===== src/rtl/led_status_scheduler.sv =====
`default_nettype none
// ============================================================================
// Module   : led_status_scheduler
// Brief    : Per-unit fault lifecycle FSMs with an arrival-order queue driving
//            three RGB status LEDs, plus an end-of-run green blink takeover.
// Revision : 1.0 - initial release
// ============================================================================
module led_status_scheduler #(
    parameter int BLINK_CYCLES = 50_000_000
) (
    input  logic       clk_50M,
    input  logic       reset,
    input  logic       EU_fault_flag,
    input  logic       CU_fault_flag,
    input  logic       RU_fault_flag,
    input  logic       fault_detect,
    input  logic       object_drop,
    input  logic       run_complete,
    output logic       led1_R1,
    output logic       led1_G1,
    output logic       led1_B1,
    output logic       led2_R2,
    output logic       led2_G2,
    output logic       led2_B2,
    output logic       led3_R3,
    output logic       led3_G3,
    output logic       led3_B3,
    output logic [1:0] active_unit,
    output logic       orphan_event
);

    typedef enum logic [1:0] {
        ST_IDLE      = 2'd0,
        ST_ARMED     = 2'd1,
        ST_DETECTED  = 2'd2,
        ST_RECTIFIED = 2'd3
    } unit_state_t;

    localparam int              CNT_W      = (BLINK_CYCLES > 2) ? $clog2(BLINK_CYCLES) : 1;
    localparam logic [CNT_W-1:0] C_CNT_LAST = CNT_W'(BLINK_CYCLES - 1);

    logic [2:0]       r_prev_flags;
    logic             r_prev_fd, r_prev_od, r_prev_rc;
    unit_state_t      r_st   [3];
    unit_state_t      w_st_n [3];
    logic [1:0]       r_q    [3];
    logic [1:0]       w_q_n  [3];
    logic [1:0]       r_cnt, w_cnt_n;
    logic             r_run_done, r_phase_on;
    logic [CNT_W-1:0] r_blink;
    logic [2:0]       r_led  [3];
    logic             r_orphan;
    logic [1:0]       r_active;

    logic [2:0]  w_flags, w_flag_rise;
    logic        w_fd_rise, w_od_rise, w_rc_rise, w_freeze;
    logic        w_adv, w_pop, w_orphan_n;
    unit_state_t w_head_st;

    assign w_flags     = {RU_fault_flag, CU_fault_flag, EU_fault_flag};
    assign w_flag_rise = w_flags & ~r_prev_flags;
    assign w_fd_rise   = fault_detect & ~r_prev_fd;
    assign w_od_rise   = object_drop  & ~r_prev_od;
    assign w_rc_rise   = run_complete & ~r_prev_rc;
    assign w_freeze    = r_run_done | w_rc_rise;

    function automatic logic [2:0] f_rgb(input unit_state_t s);
        case (s)
            ST_ARMED:     f_rgb = 3'b100;
            ST_DETECTED:  f_rgb = 3'b001;
            ST_RECTIFIED: f_rgb = 3'b010;
            default:      f_rgb = 3'b000;
        endcase
    endfunction

    always_comb begin
        case (r_q[0])
            2'd1:    w_head_st = r_st[0];
            2'd2:    w_head_st = r_st[1];
            2'd3:    w_head_st = r_st[2];
            default: w_head_st = ST_IDLE;
        endcase
    end

    // A detect rise shadows a same-cycle drop rise entirely, including its orphan pulse.
    assign w_adv      = !w_freeze && w_fd_rise && (r_cnt != 2'd0) && (w_head_st == ST_ARMED);
    assign w_pop      = !w_freeze && !w_fd_rise && w_od_rise && (r_cnt != 2'd0)
                        && (w_head_st == ST_DETECTED);
    assign w_orphan_n = !w_freeze && ((w_fd_rise && (r_cnt == 2'd0))
                        || (!w_fd_rise && w_od_rise && !w_pop));

    // Pop is applied first so pushes land behind the surviving entries.
    always_comb begin
        w_q_n   = r_q;
        w_cnt_n = r_cnt;
        w_st_n  = r_st;
        if (w_pop) begin
            w_q_n[0] = r_q[1];
            w_q_n[1] = r_q[2];
            w_q_n[2] = 2'd0;
            w_cnt_n  = r_cnt - 2'd1;
        end
        for (int u = 0; u < 3; u++) begin
            if (w_adv && (r_q[0] == 2'(u + 1)))
                w_st_n[u] = ST_DETECTED;
            if (w_pop && (r_q[0] == 2'(u + 1)))
                w_st_n[u] = ST_RECTIFIED;
            if (!w_freeze && w_flag_rise[u] && (r_st[u] == ST_IDLE)) begin
                w_st_n[u] = ST_ARMED;
                if (w_cnt_n != 2'd3)
                    w_q_n[w_cnt_n] = 2'(u + 1);
                w_cnt_n = w_cnt_n + 2'd1;
            end
        end
    end

    always_ff @(posedge clk_50M) begin
        if (reset) begin
            r_prev_flags <= 3'b000;
            r_prev_fd    <= 1'b0;
            r_prev_od    <= 1'b0;
            r_prev_rc    <= 1'b0;
            for (int u = 0; u < 3; u++) begin
                r_st[u]  <= ST_IDLE;
                r_q[u]   <= 2'd0;
                r_led[u] <= 3'b000;
            end
            r_cnt      <= 2'd0;
            r_run_done <= 1'b0;
            r_phase_on <= 1'b1;
            r_blink    <= '0;
            r_orphan   <= 1'b0;
            r_active   <= 2'd0;
        end else begin
            r_prev_flags <= w_flags;
            r_prev_fd    <= fault_detect;
            r_prev_od    <= object_drop;
            r_prev_rc    <= run_complete;
            r_st         <= w_st_n;
            r_q          <= w_q_n;
            r_cnt        <= w_cnt_n;
            r_orphan     <= w_orphan_n;

            if (!r_run_done && w_rc_rise) begin
                r_run_done <= 1'b1;
                r_phase_on <= 1'b1;
                r_blink    <= '0;
            end else if (r_run_done) begin
                if (r_blink == C_CNT_LAST) begin
                    r_blink    <= '0;
                    r_phase_on <= ~r_phase_on;
                end else begin
                    r_blink <= r_blink + 1'b1;
                end
            end

            for (int u = 0; u < 3; u++)
                r_led[u] <= r_run_done ? (r_phase_on ? 3'b010 : 3'b000) : f_rgb(r_st[u]);
            r_active <= (r_cnt != 2'd0) ? r_q[0] : 2'd0;
        end
    end

    assign {led1_R1, led1_G1, led1_B1} = r_led[0];
    assign {led2_R2, led2_G2, led2_B2} = r_led[1];
    assign {led3_R3, led3_G3, led3_B3} = r_led[2];
    assign active_unit  = r_active;
    assign orphan_event = r_orphan;

endmodule
`default_nettype wire


===== config.mk =====
export PLATFORM = sky130hd
export DESIGN_NAME = led_status_scheduler
export DESIGN_NICKNAME = d
export VERILOG_FILES = /design/src/rtl/led_status_scheduler.sv
export SDC_FILE = /design/constraint.sdc
export NUM_CORES = 1
export LEC_CHECK = 0
export ABC_AREA = 1
export BUFFER_PORTS_ARGS = -buffer_cell sky130_fd_sc_hd__buf_2
export CAP_MARGIN = 25
export CORE_MARGIN = 1
export CORE_UTILIZATION = 64
export CTS_BUF_LIST = sky130_fd_sc_hd__clkbuf_4 sky130_fd_sc_hd__clkbuf_8 sky130_fd_sc_hd__clkbuf_16
export CTS_CLUSTER_SIZE = 12
export DETAILED_ROUTE_END_ITERATION = 7
export PLACE_DENSITY = 0.84
export SLEW_MARGIN = 40
export SYNTH_ARGS = -nofsm -noshare
export SYNTH_HDL_FRONTEND = slang
export SYNTH_SLANG_ARGS = --single-unit

===== constraint.sdc =====
create_clock -name clk_50M -period 7 [get_ports clk_50M]
set_input_delay 0.7 -clock clk_50M [delete_from_list [all_inputs] [get_ports clk_50M]]
set_output_delay 0.7 -clock clk_50M [all_outputs]
set_load 0.02 [all_outputs]

-- Yosys cells after proc, flatten, opt, wreduce, memory -nomap -nowiden
Memories as Yosys holds them, arrays and structs flattened.
Cells that the tools add are included.
- register bits after elaboration: 51
- RAM bits: 9
- word-level logic and storage cells: 166
- memories kept: 1
- memories (memory ; depth ; width ; rd ports ; clocked after memory_dff ; write ports ; RTL line ; RTL):
    r_led ; 3 ; 3 ; 3 ; 0 ; 3 ; 51 ; logic [2:0] r_led [3];
- add/sub/neg operators: 5
- order comparisons: 6
- eq/ne operators: 18
- multiplexer cells: 44
- bitwise gates (word level): 24
- reduce and logical (&&, ||, !) cells: 49
- operator list (operator ; number):
    two-way mux 6 bit ; 7
    two-way mux 2 bit ; 14
    logical AND 1 bit ; 27
    two-way mux 3 bit ; 9
    case mux 3 bit (3 select lines) ; 3
    adder 26 x 1 -> 26 bit (second input constant) ; 1
    equality test 26 bit (second input constant) ; 1
    two-way mux 26 bit ; 1
    equality test 2 bit (second input constant) ; 9
    demux 2 bit (select 2 bit) ; 3
    equality test 2 x 1 -> 1 bit (second input constant) ; 5
    OR reduction 2 bit ; 5
    bitwise AND 3 bit ; 3
    >= comparator 3 bit (second input constant) ; 3
    < comparator 3 x 1 -> 1 bit (second input constant) ; 3
    NOT 2 -> 3 bit ; 3
    NOT 3 bit ; 3
    nonzero test 3 bit ; 3
    logical NOT 2 bit ; 4
    nonzero test 2 bit ; 4
    adder 2 x 1 -> 2 bit (second input constant) ; 3
    two-way mux 1 bit ; 6
    inequality test 2 bit (second input constant) ; 3
    bitwise OR 3 bit ; 2
    other kinds (9) ; 21

-- Depth between registers and ports, before layout
Gate-level depths: netlist of run 1.
- depth in word-level cells: 24
- mapped depth: 17
- gate-level depth less buffers: 17

-- Least setup slack after synthesis of run 1
OpenSTA, ideal clock, no wires.
- path kind: input to register
- start point: input port object_drop
- end point: register r_cnt[1]
- setup time: 67 ps
- arrival time: 2757 ps
- required time: 6933 ps
- setup slack: 4176 ps
- cell stages on the path: 15
- buffers on the path: 0
- path through: inv_1 -> nor2_1 -> nand2_1 -> nor2_2 -> nand4_2 -> nand2_4 -> inv_1 -> ha_1 -> nand2_1 -> nand2_2 -> ha_1 -> or2_2 -> nand2_1 -> nand3_2 -> a21oi_2
- cells in the longest elaborated chain, start to end: 11
- ends and longest elaborated chain (item ; RTL line ; RTL):
    start, declared ; 17 ; input logic object_drop,
    bitwise AND 1 bit * ; 63 ; assign w_od_rise = object_drop & ~r_prev_od;
    logical AND 1 bit * (2 in a row) ; 87 ; assign w_pop = !w_freeze && !w_fd_rise && w_od_rise && (r_cnt != 2'd0)
    logical AND 1 bit * ; 88 ; && (w_head_st == ST_DETECTED);
    two-way mux 2 bit * ; 97 ; if (w_pop) begin
    adder 2 x 1 -> 2 bit ; 112 ; w_cnt_n = w_cnt_n + 2'd1;
    two-way mux 2 bit * ; 108 ; if (!w_freeze && w_flag_rise[u] && (r_st[u] == ST_IDLE)) begin
    adder 2 x 1 -> 2 bit ; 112 ;
    two-way mux 2 bit * ; 108 ;
    adder 2 x 1 -> 2 bit ; 112 ;
    two-way mux 2 bit * ; 108 ;
    end signal, assigned ; 141 ; r_cnt <= w_cnt_n;
    end, declared ; 48 ; logic [1:0] r_cnt, w_cnt_n;
Mark *: on every way between the ends. The rest lies on a longest branch, timed or not.
A chain may end at the register's enable or synchronous reset.

-- Worst setup path in the final report of run 1
- start point: register r_cnt[0]
- end point: register r_cnt[1]
- cells in the longest elaborated chain, start to end: 10
- ends and longest elaborated chain (item ; RTL line):
    branches (longest 3 deep; another with subtractor 2 x 1 -> 2 bit) ; --
    two-way mux 2 bit * ; 97
    adder 2 x 1 -> 2 bit ; 112
    two-way mux 2 bit * ; 108
    adder 2 x 1 -> 2 bit ; 112
    two-way mux 2 bit * ; 108
    adder 2 x 1 -> 2 bit ; 112
    two-way mux 2 bit * ; 108
Every way passes the cells marked *.

==> out/summary.txt, run 1 <==
LAYOUT
--------------------------------------------------------------------------------------
NumNets Final                                                                      448
Signed area change from the synthesized netlist to the final layout              12.6%
Antenna diode instance count                                                         0
Leading cell type in the layout, fill and taps excluded                        nand2_1
Commonest cells after routing, fill and taps aside                        nand2_1, dfxtp_1, inv_1
Share of layout cells above drive strength 1                                     0.166
Layout filler cell count                                                           314

LOGIC SYNTHESIS
--------------------------------------------------------------------------------------
Share of flip-flops with an asynchronous set or reset                                0
Number of instances in the synthesized netlist                                     404
Ys Warns                                                                             0
Mean Syn Cell Area                                                            7.42 um2
Most instantiated flip-flop cell in the synthesis netlist                      dfxtp_1
Number of flops mapped to enable cells by yosys                                      0
Sequential area share after synthesis                                            0.401
Synthesized area                                                              3000 um2
Synthesized Nets                                                                   422
Yosys reg bits                                                                      60
Count of distinct cell types in the synthesized netlist                             39

ROUTE
--------------------------------------------------------------------------------------
Remaining DRCs                                                                       0
Total wire length after detailed routing                                       6820 um
Number of iterations in the first detailed-routing pass                              5
Post-DR vias/cell                                                                 5.68
Count of antenna-violating nets left after detailed routing                          0
Total via count after detailed routing                                            2759
Violation count after the first detailed-route iteration                           269
Wirelength per Cell                                                            14.0 um

CRITICAL PATH
--------------------------------------------------------------------------------------
Endpoint of the worst register-to-register path                           r_cnt[1]$_SDFF_PP0_
Cell with the largest stage delay on the worst path                            dfxtp_1
Library cell appearing most often on the critical path                            ha_1
Crit path required time                                                        7.28 ns
Reg2Reg Depth                                                                       16
Worst setup slack for register-to-register paths                               3.92 ns
Maximum cell stage delay along the critical path                               0.35 ns
Worst EP arrival                                                               3.36 ns
Worst reg2reg startpoint                                                  r_cnt[0]$_SDFF_PP0_
Kind of start point of the critical path                                     flip-flop
Critical path, cell by cell                                               inv_1, ha_1, nand3b_1, nor2_2, nand3_4, nand2_4, nand2_4, inv_1, ha_1, nand2_1, nand2_2, ha_1, or2_2, nand2_1, nand3_2, a21oi_2
Worst-path fanout max                                                                9
Critical path start-end classification                                    flip-flop to flip-flop
Crit. End Element                                                            flip-flop

GRT
--------------------------------------------------------------------------------------
First-pass GRT wire length                                                    11600 um
Number of global-route vias before repair                                         2570
Overall fraction of global-route tracks in use                                   0.300
Remaining Overflow, GRT                                                              0
Maximum number of pins on one net before global-route repair                        24
Antenna violations before repair                                                     0

JOB
--------------------------------------------------------------------------------------
Maximum Capacitance Violations                                                       0

DIE
--------------------------------------------------------------------------------------
Core Region                                                                   4410 um2
Chip Height                                                                    70.4 um
Row count                                                                           24
Die footprint                                                                 4960 um2
Top-Level Pins                                                                      20
Width of the chip                                                              70.4 um
Effective utilization at floorplan                                               0.679

PLACEMENT
--------------------------------------------------------------------------------------
Hpwl dp                                                                        4880 um
Total of buffers placed on input and output ports                                   19
Weighted congestion reported at the end of routability-driven placement          0.902

CTS
--------------------------------------------------------------------------------------
Number of hold buffers added after CTS                                               0
Number of sinks on the clock net                                                    60
Source-to-sink clock delay at the later pin of the worst-skew pair             0.35 ns
Maximum level of the CTS H-tree                                                      3
Root buffer selected by CTS                                                   clkbuf_8
Maximum buffer depth of the clock tree                                               2
CTS tree                                                                         built
CTS-repair resized insts                                                             0
Number of buffers created by CTS                                                     9
Clock Pin Slew Worst Setup and Hold Paths                                      0.07 ns
Count of buffers added by post-CTS timing repair for setup                           0

POWER
--------------------------------------------------------------------------------------
Worst VDD drop                                                                  184 uV
P per Cell Area                                                             246 nW/um2
Total leakage power                                                            1.38 nW

HOLD PATH
--------------------------------------------------------------------------------------
Classification of the worst-slack hold path                               flip-flop to flip-flop
Hold path endpoint                                                        r_led[0][6]$_SDFF_PP0_
Count of cells along the worst hold path                                             1
Start point of the worst hold path                                        r_st[0]$_SDFFE_PP0P_

TIMING
--------------------------------------------------------------------------------------
Fin. max-slew vios                                                                   0
Headroom to the max-slew limit                                                   0.591
Smallest hold slack                                                           0.467 ns
Timing-limited maximum frequency                                               324 MHz
Layout Skew                                                                 0.00627 ns
Final hold violation count                                                           0
Total setup violations reported at the end of the flow                               0
Final critical-path share of the clock period                                    0.440
Actual transition at the worst max-transition pin                             0.609 ns
Final critical path time including I/O delays and setup                        3.08 ns
Total negative slack                                                              0 ns
RSZ-0062 raised after global routing                                             false

OUTCOME
--------------------------------------------------------------------------------------
Status                                                                    finished clean

-- power by group --
part	internal [mW]	switching [mW]
Combinational	0.0323	0.0681
Sequential	0.353	0.0102
Clock	0.228	0.138
Total	0.614	0.216
-- cell families (layout without fill, tap and decap cells) --
kind of cell | Yosys count | in the layout | synth area share
DFF | 60 | 60 | 0.401
AOI/OAI and AO/OA | 50 | 50 | 0.0922
adders and majority gates | 10 | 10 | 0.0417
buffers and inverters | 63 | 93 | 0.0797
and+or+nand+nor | 215 | 215 | 0.368
xor gates and xnor gates | 6 | 6 | 0.0175
-- metrics by stage --
step                      utilization  cells  setup WS, ns  power [mW]  cell area (um2)
after floorplan                     -    404          4.18       0.443             3000
after global placement          0.711    471          3.93       0.464             3140
after detailed placement        0.711    471          3.81       0.468             3140
after CTS                       0.764    486          3.93       0.831             3370
after global routing            0.765    486          3.70       0.857             3380
final                           0.765    486          3.92       0.830             3380
-- flip-flops by register name, summed over array words and instances, names as in the netlist --
name,count
r_prev_fd,1
orphan_event,1
r_prev_flags,3
r_run_done,1
r_phase_on,1
r_prev_od,1
r_st,6
r_prev_rc,1
r_cnt,2
r_blink,26
r_q,6
r_led,9
active_unit,2
-- worst max path at each step --
stage               cells past startpoint                 from             endpoint  slack, ns
floorplan                              15          object_drop  r_cnt[1]$_SDFF_PP0_       4.18
global placement                       15         run_complete  r_cnt[1]$_SDFF_PP0_       3.93
detailed placement                     16         run_complete  r_cnt[1]$_SDFF_PP0_       3.81
CTS                                    16  r_cnt[0]$_SDFF_PP0_  r_cnt[1]$_SDFF_PP0_       3.93
global route                           16  r_cnt[0]$_SDFF_PP0_    r_q[2]$_SDFF_PP0_       3.70
finish                                 16  r_cnt[0]$_SDFF_PP0_  r_cnt[1]$_SDFF_PP0_       3.92
-- synthesized netlist by cell type (all sizes together) (2+ instances only) --
| cell | instances | area, um2 |
|---|---|---|
| buf | 2 | 10.0 |
| nand3 | 39 | 243 |
| a211oi | 2 | 15.0 |
| clkbuf | 2 | 7.51 |
| o31ai | 3 | 22.5 |
| nor2 | 48 | 214 |
| and3 | 2 | 12.5 |
| nand4 | 8 | 56.3 |
| nor3 | 25 | 135 |
| inv | 59 | 221 |
| ha | 10 | 125 |
| dfxtp | 60 | 1200 |
| nor4 | 7 | 71.3 |
| or2 | 3 | 18.8 |
| a21oi | 26 | 134 |
| o21ai | 14 | 70.1 |
| xor2 | 5 | 43.8 |
| o211ai | 2 | 15.0 |
| nand2 | 80 | 330 |
| nor3b | 2 | 15.0 |
-- critical path: cells and delay by family (launching register included) --
kind | cells | cell delay (ns)
AO/OA/AOI/OAI | 1 | 0.16
adder cells (fa/ha/maj) | 3 | 0.77
buffers and inverters | 2 | 0.19
AND/OR/NAND/NOR | 10 | 1.55
flip-flops | 1 | 0.35
-- layer usage --
metal | vias up | track usage | routed length (um)
li1 | 1388 | - | -
met4 | 0 | 0.151 | 139
met5 | - | 0 | 0
met2 | 75 | 0.537 | 3600
met1 | 1279 | 0.339 | 2810
met3 | 17 | 0.0505 | 278
-- final cells by class --
cell class / instances / area (um2) / share of cell area
repair buffers: 19 / 95.1 / 0.0282
multi-input cells: 281 / 1560 / 0.462
inverters: 59 / 221 / 0.0656
clock buffers: 12 / 165 / 0.0489
well taps: 52 / 65.1 / 0.0193
clock inverters: 3 / 68.8 / 0.0204
flip-flops and latches: 60 / 1200 / 0.356
Power figures use the tool's default switching activity.
==> run 2: changes to the inputs <==
Settings changed: ABC_AREA 1 to 0, CORE_UTILIZATION 64 to 53, PLACE_DENSITY 0.84 to 0.74.
Clock period 7 ns to 2.6 ns, I/O delays scaled along.
==> run 2 against run 1 <==
  * The run now ends with setup timing left
  * Sequential share of layout area fell by 0.98 points
  * Power rose to 3.1 times the previous value
  * Clock-buffer cell count fell by 3
  * Setup slack got worse by 4.1 ns
  * Global-route usage fell by 5.7 points
  * First-iteration DRC count fell by 62%
  * Critical path type unchanged
==> out/summary.txt, run 2 <==
LAYOUT
--------------------------------------------------------------------------------------
Final standard cell utilization of the core                                      0.718
Antenna diode instance count                                                         0
Max FFs per register                                                                26
NumNets Final                                                                      384
Signed area change from the synthesized netlist to the final layout              26.7%
Largest registers                                                         r_blink x26, r_led x9
Largest register by flop count                                                 r_blink
Layout filler cell count                                                           365
Share of layout cells above drive strength 1                                     0.275
Commonest cells after routing, fill and taps aside                        dfxtp_1, buf_4, nor2_1
Leading cell type in the layout, fill and taps excluded                        dfxtp_1
Number of non-filler instances in the completed layout                             438

JOB
--------------------------------------------------------------------------------------
Maximum Capacitance Violations                                                       0

OUTCOME
--------------------------------------------------------------------------------------
Status                                                                    finished with violations
Violations in the final reports                                           setup timing

ROUTE
--------------------------------------------------------------------------------------
Violation count after the first detailed-route iteration                           102
Post-DR vias/cell                                                                 5.32
Total wire length after detailed routing                                       5980 um
Number of iterations in the first detailed-routing pass                              4
Remaining DRCs                                                                       0
Wirelength per Cell                                                            13.7 um
Total via count after detailed routing                                            2331
Count of antenna-violating nets left after detailed routing                          0

LOGIC SYNTHESIS
--------------------------------------------------------------------------------------
Ys Warns                                                                             0
Share of Yosys cell area claimed by the top area cell type                       0.437
Share of flip-flops with an asynchronous set or reset                                0
Ranking of synthesized cells by instance count                            dfxtp_1, nor2_1, nand2_1
Yosys reg bits                                                                      60
Sequential area share after synthesis                                            0.437
Leading cell type by number of instances after synthesis                       dfxtp_1
Library cell occupying the most area in the post-synthesis netlist             dfxtp_1
Mean Syn Cell Area                                                            9.02 um2
Count of distinct cell types in the synthesized netlist                             45
Synthesized area                                                              2750 um2
Synthesized Nets                                                                   323
Area contributors post-synth                                              dfxtp_1, xor2_1, nor2_1, ha_1, xnor2_1
Number of flops mapped to enable cells by yosys                                      0
Number of instances in the synthesized netlist                                     305
Most instantiated flip-flop cell in the synthesis netlist                      dfxtp_1

POWER
--------------------------------------------------------------------------------------
Share of power burned in combinational logic                                     0.271
Cell-internal power                                                            1.77 mW
Switch Pwr                                                                    0.773 mW
Sw Share                                                                         0.304
Total leakage power                                                            1.44 nW
Worst VDD drop                                                                  457 uV
Clk network pwr share                                                            0.335
Relative contribution of sequential cells to total power                         0.394
P per Cell Area                                                             730 nW/um2

TIMING
--------------------------------------------------------------------------------------
Actual transition at the worst max-transition pin                             0.569 ns
Final critical-path share of the clock period                                     1.07
Final hold violation count                                                           0
Final critical path time including I/O delays and setup                        2.79 ns
Fin. max-slew vios                                                                   0
Timing-limited maximum frequency                                               358 MHz
Final worst-path setup slack                                                 -0.193 ns
RSZ-0062 raised after global routing                                              true
Layout Skew                                                                 0.00806 ns
Headroom to the max-slew limit                                                   0.620
Total setup violations reported at the end of the flow                               7

PLACEMENT
--------------------------------------------------------------------------------------
Hpwl dp                                                                        4230 um
Total of buffers placed on input and output ports                                   19
Weighted congestion reported at the end of routability-driven placement          0.898
Post-placement cell count                                                          416

GRT
--------------------------------------------------------------------------------------
Maximum number of pins on one net before global-route repair                        32
Overall fraction of global-route tracks in use                                   0.243
Remaining Overflow, GRT                                                              0
Number of global-route vias before repair                                         2340
First-pass GRT wire length                                                     9930 um
Antenna violations before repair                                                     0

CTS
--------------------------------------------------------------------------------------
Source-to-sink clock delay at the later pin of the worst-skew pair             0.35 ns
Maximum buffer depth of the clock tree                                               2
Number of sinks on the clock net                                                    60
CTS tree                                                                         built
Number of buffers created by CTS                                                     9
Clock Pin Slew Worst Setup and Hold Paths                                      0.07 ns
Root buffer selected by CTS                                                   clkbuf_8
Maximum level of the CTS H-tree                                                      3
Number of hold buffers added after CTS                                               0

DIE
--------------------------------------------------------------------------------------
Chip Height                                                                    74.0 um
Top-Level Pins                                                                      20
Width of the chip                                                              74.0 um
Die footprint                                                                 5480 um2
Effective utilization at floorplan                                               0.567
Row count                                                                           25
Core Region                                                                   4850 um2

CRITICAL PATH
--------------------------------------------------------------------------------------
Critical path start-end classification                                    flip-flop to flip-flop
Kind of start point of the critical path                                     flip-flop
Worst EP arrival                                                               3.06 ns
Crit. End Element                                                            flip-flop
Worst-path fanout max                                                                4
Crit path required time                                                        2.87 ns
Worst Setup SP                                                            r_cnt[1]$_SDFF_PP0_
Worst reg2reg startpoint                                                  r_cnt[1]$_SDFF_PP0_

HOLD PATH
--------------------------------------------------------------------------------------
Classification of the worst-slack hold path                               input port to flip-flop
Start point of the worst hold path                                        RU_fault_flag

run 2: cell types whose count changed after synthesis, moves of 12 or more:
cell / delta
a21oi_1: -13
nor3_1: -16
nand3_1: -19
inv_1: -45
xnor2_1: +12
nand2_1: -42
xor2_1: +13
run 2: worst paths after layout:
kind / endpoint / slack, ns / cells past startpoint
setup / recovery: r_cnt[1]$_SDFF_PP0_ / -0.19 / 14
hold / removal: r_prev_flags[2]$_SDFF_PP0_ / 0.14 / 2
setup reg to reg: r_cnt[1]$_SDFF_PP0_ / -0.19 / 14
hold reg to reg: r_phase_on$_SDFFE_PP1P_ / 0.51 / 2
run 2: logic make-up (layout without fill, tap and decap cells):
family / after synthesis / in the layout / synth area share
and+or+nand+nor: 142 / 142 / 0.267
DFF: 60 / 60 / 0.437
AOI/OAI and AO/OA: 33 / 33 / 0.0824
xor gates and xnor gates: 32 / 32 / 0.107
buffers and inverters: 20 / 86 / 0.0296
adders and majority gates: 10 / 10 / 0.0455
muxes: 8 / 8 / 0.0318
run 2: worst max-delay path: stages (launching register included):
cell	delay, ns
dfxtp_2	0.35
inv_2	0.05
ha_4	0.16
nor2_4	0.07
nand4_1	0.16
nor3_4	0.28
xnor2_2	0.16
inv_1	0.08
ha_1	0.30
a22oi_1	0.18
o211ai_1	0.15
ha_2	0.31
mux2i_4	0.19
nand3_2	0.13
a21oi_1	0.15
run 2: area by class of cell:
| cell class | count | area, um2 | area share |
|---|---|---|---|
| multi-input cells | 225 | 1540 | 0.441 |
| flip-flops and latches | 60 | 1200 | 0.346 |
| repair buffers | 61 | 423 | 0.121 |
| clock buffers | 9 | 124 | 0.0356 |
| well taps | 67 | 83.8 | 0.0241 |
| clock inverters | 7 | 77.6 | 0.0223 |
| inverters | 9 | 33.8 | 0.00970 |
run 2: power by group through the flow:
stage / registers (mW) / clock network (mW) / logic [mW]
finish: 1.00 / 0.850 / 0.689
global placement: 1.02 / 0 / 0.585
CTS: 1.00 / 0.860 / 0.660
detailed placement: 1.02 / 0 / 0.606
global route: 1.01 / 0.910 / 0.746
floorplan: 1.02 / 0 / 0.370
run 2: repair_timing:
item,in CTS,in global routing
buffers inserted,4,2
gates resized for setup,4,3
pin swaps,7,3
endpoints found under the setup margin,7,7
run 2: stage by stage:
stage               TNS (ns)  area (um2)  hold slack [ns]  power [mW]  worst slack [ns]
detailed placement     -1.40        3210            0.488        1.62            -0.259
global route           -2.61        3480            0.144        2.66            -0.402
finish                 -1.12        3480            0.140        2.54            -0.193
CTS                    -1.43        3460            0.132        2.52            -0.239
floorplan              -1.29        2810            0.363        1.39            -0.216
global placement      -0.467        3210            0.475        1.60            -0.101
run 2: routing by layer:
layer | GRT usage | part of all wire
met4 | 0.113 | 0.031
met5 | 0 | 0
met2 | 0.426 | 0.51
met3 | 0.0813 | 0.028
met1 | 0.263 | 0.43
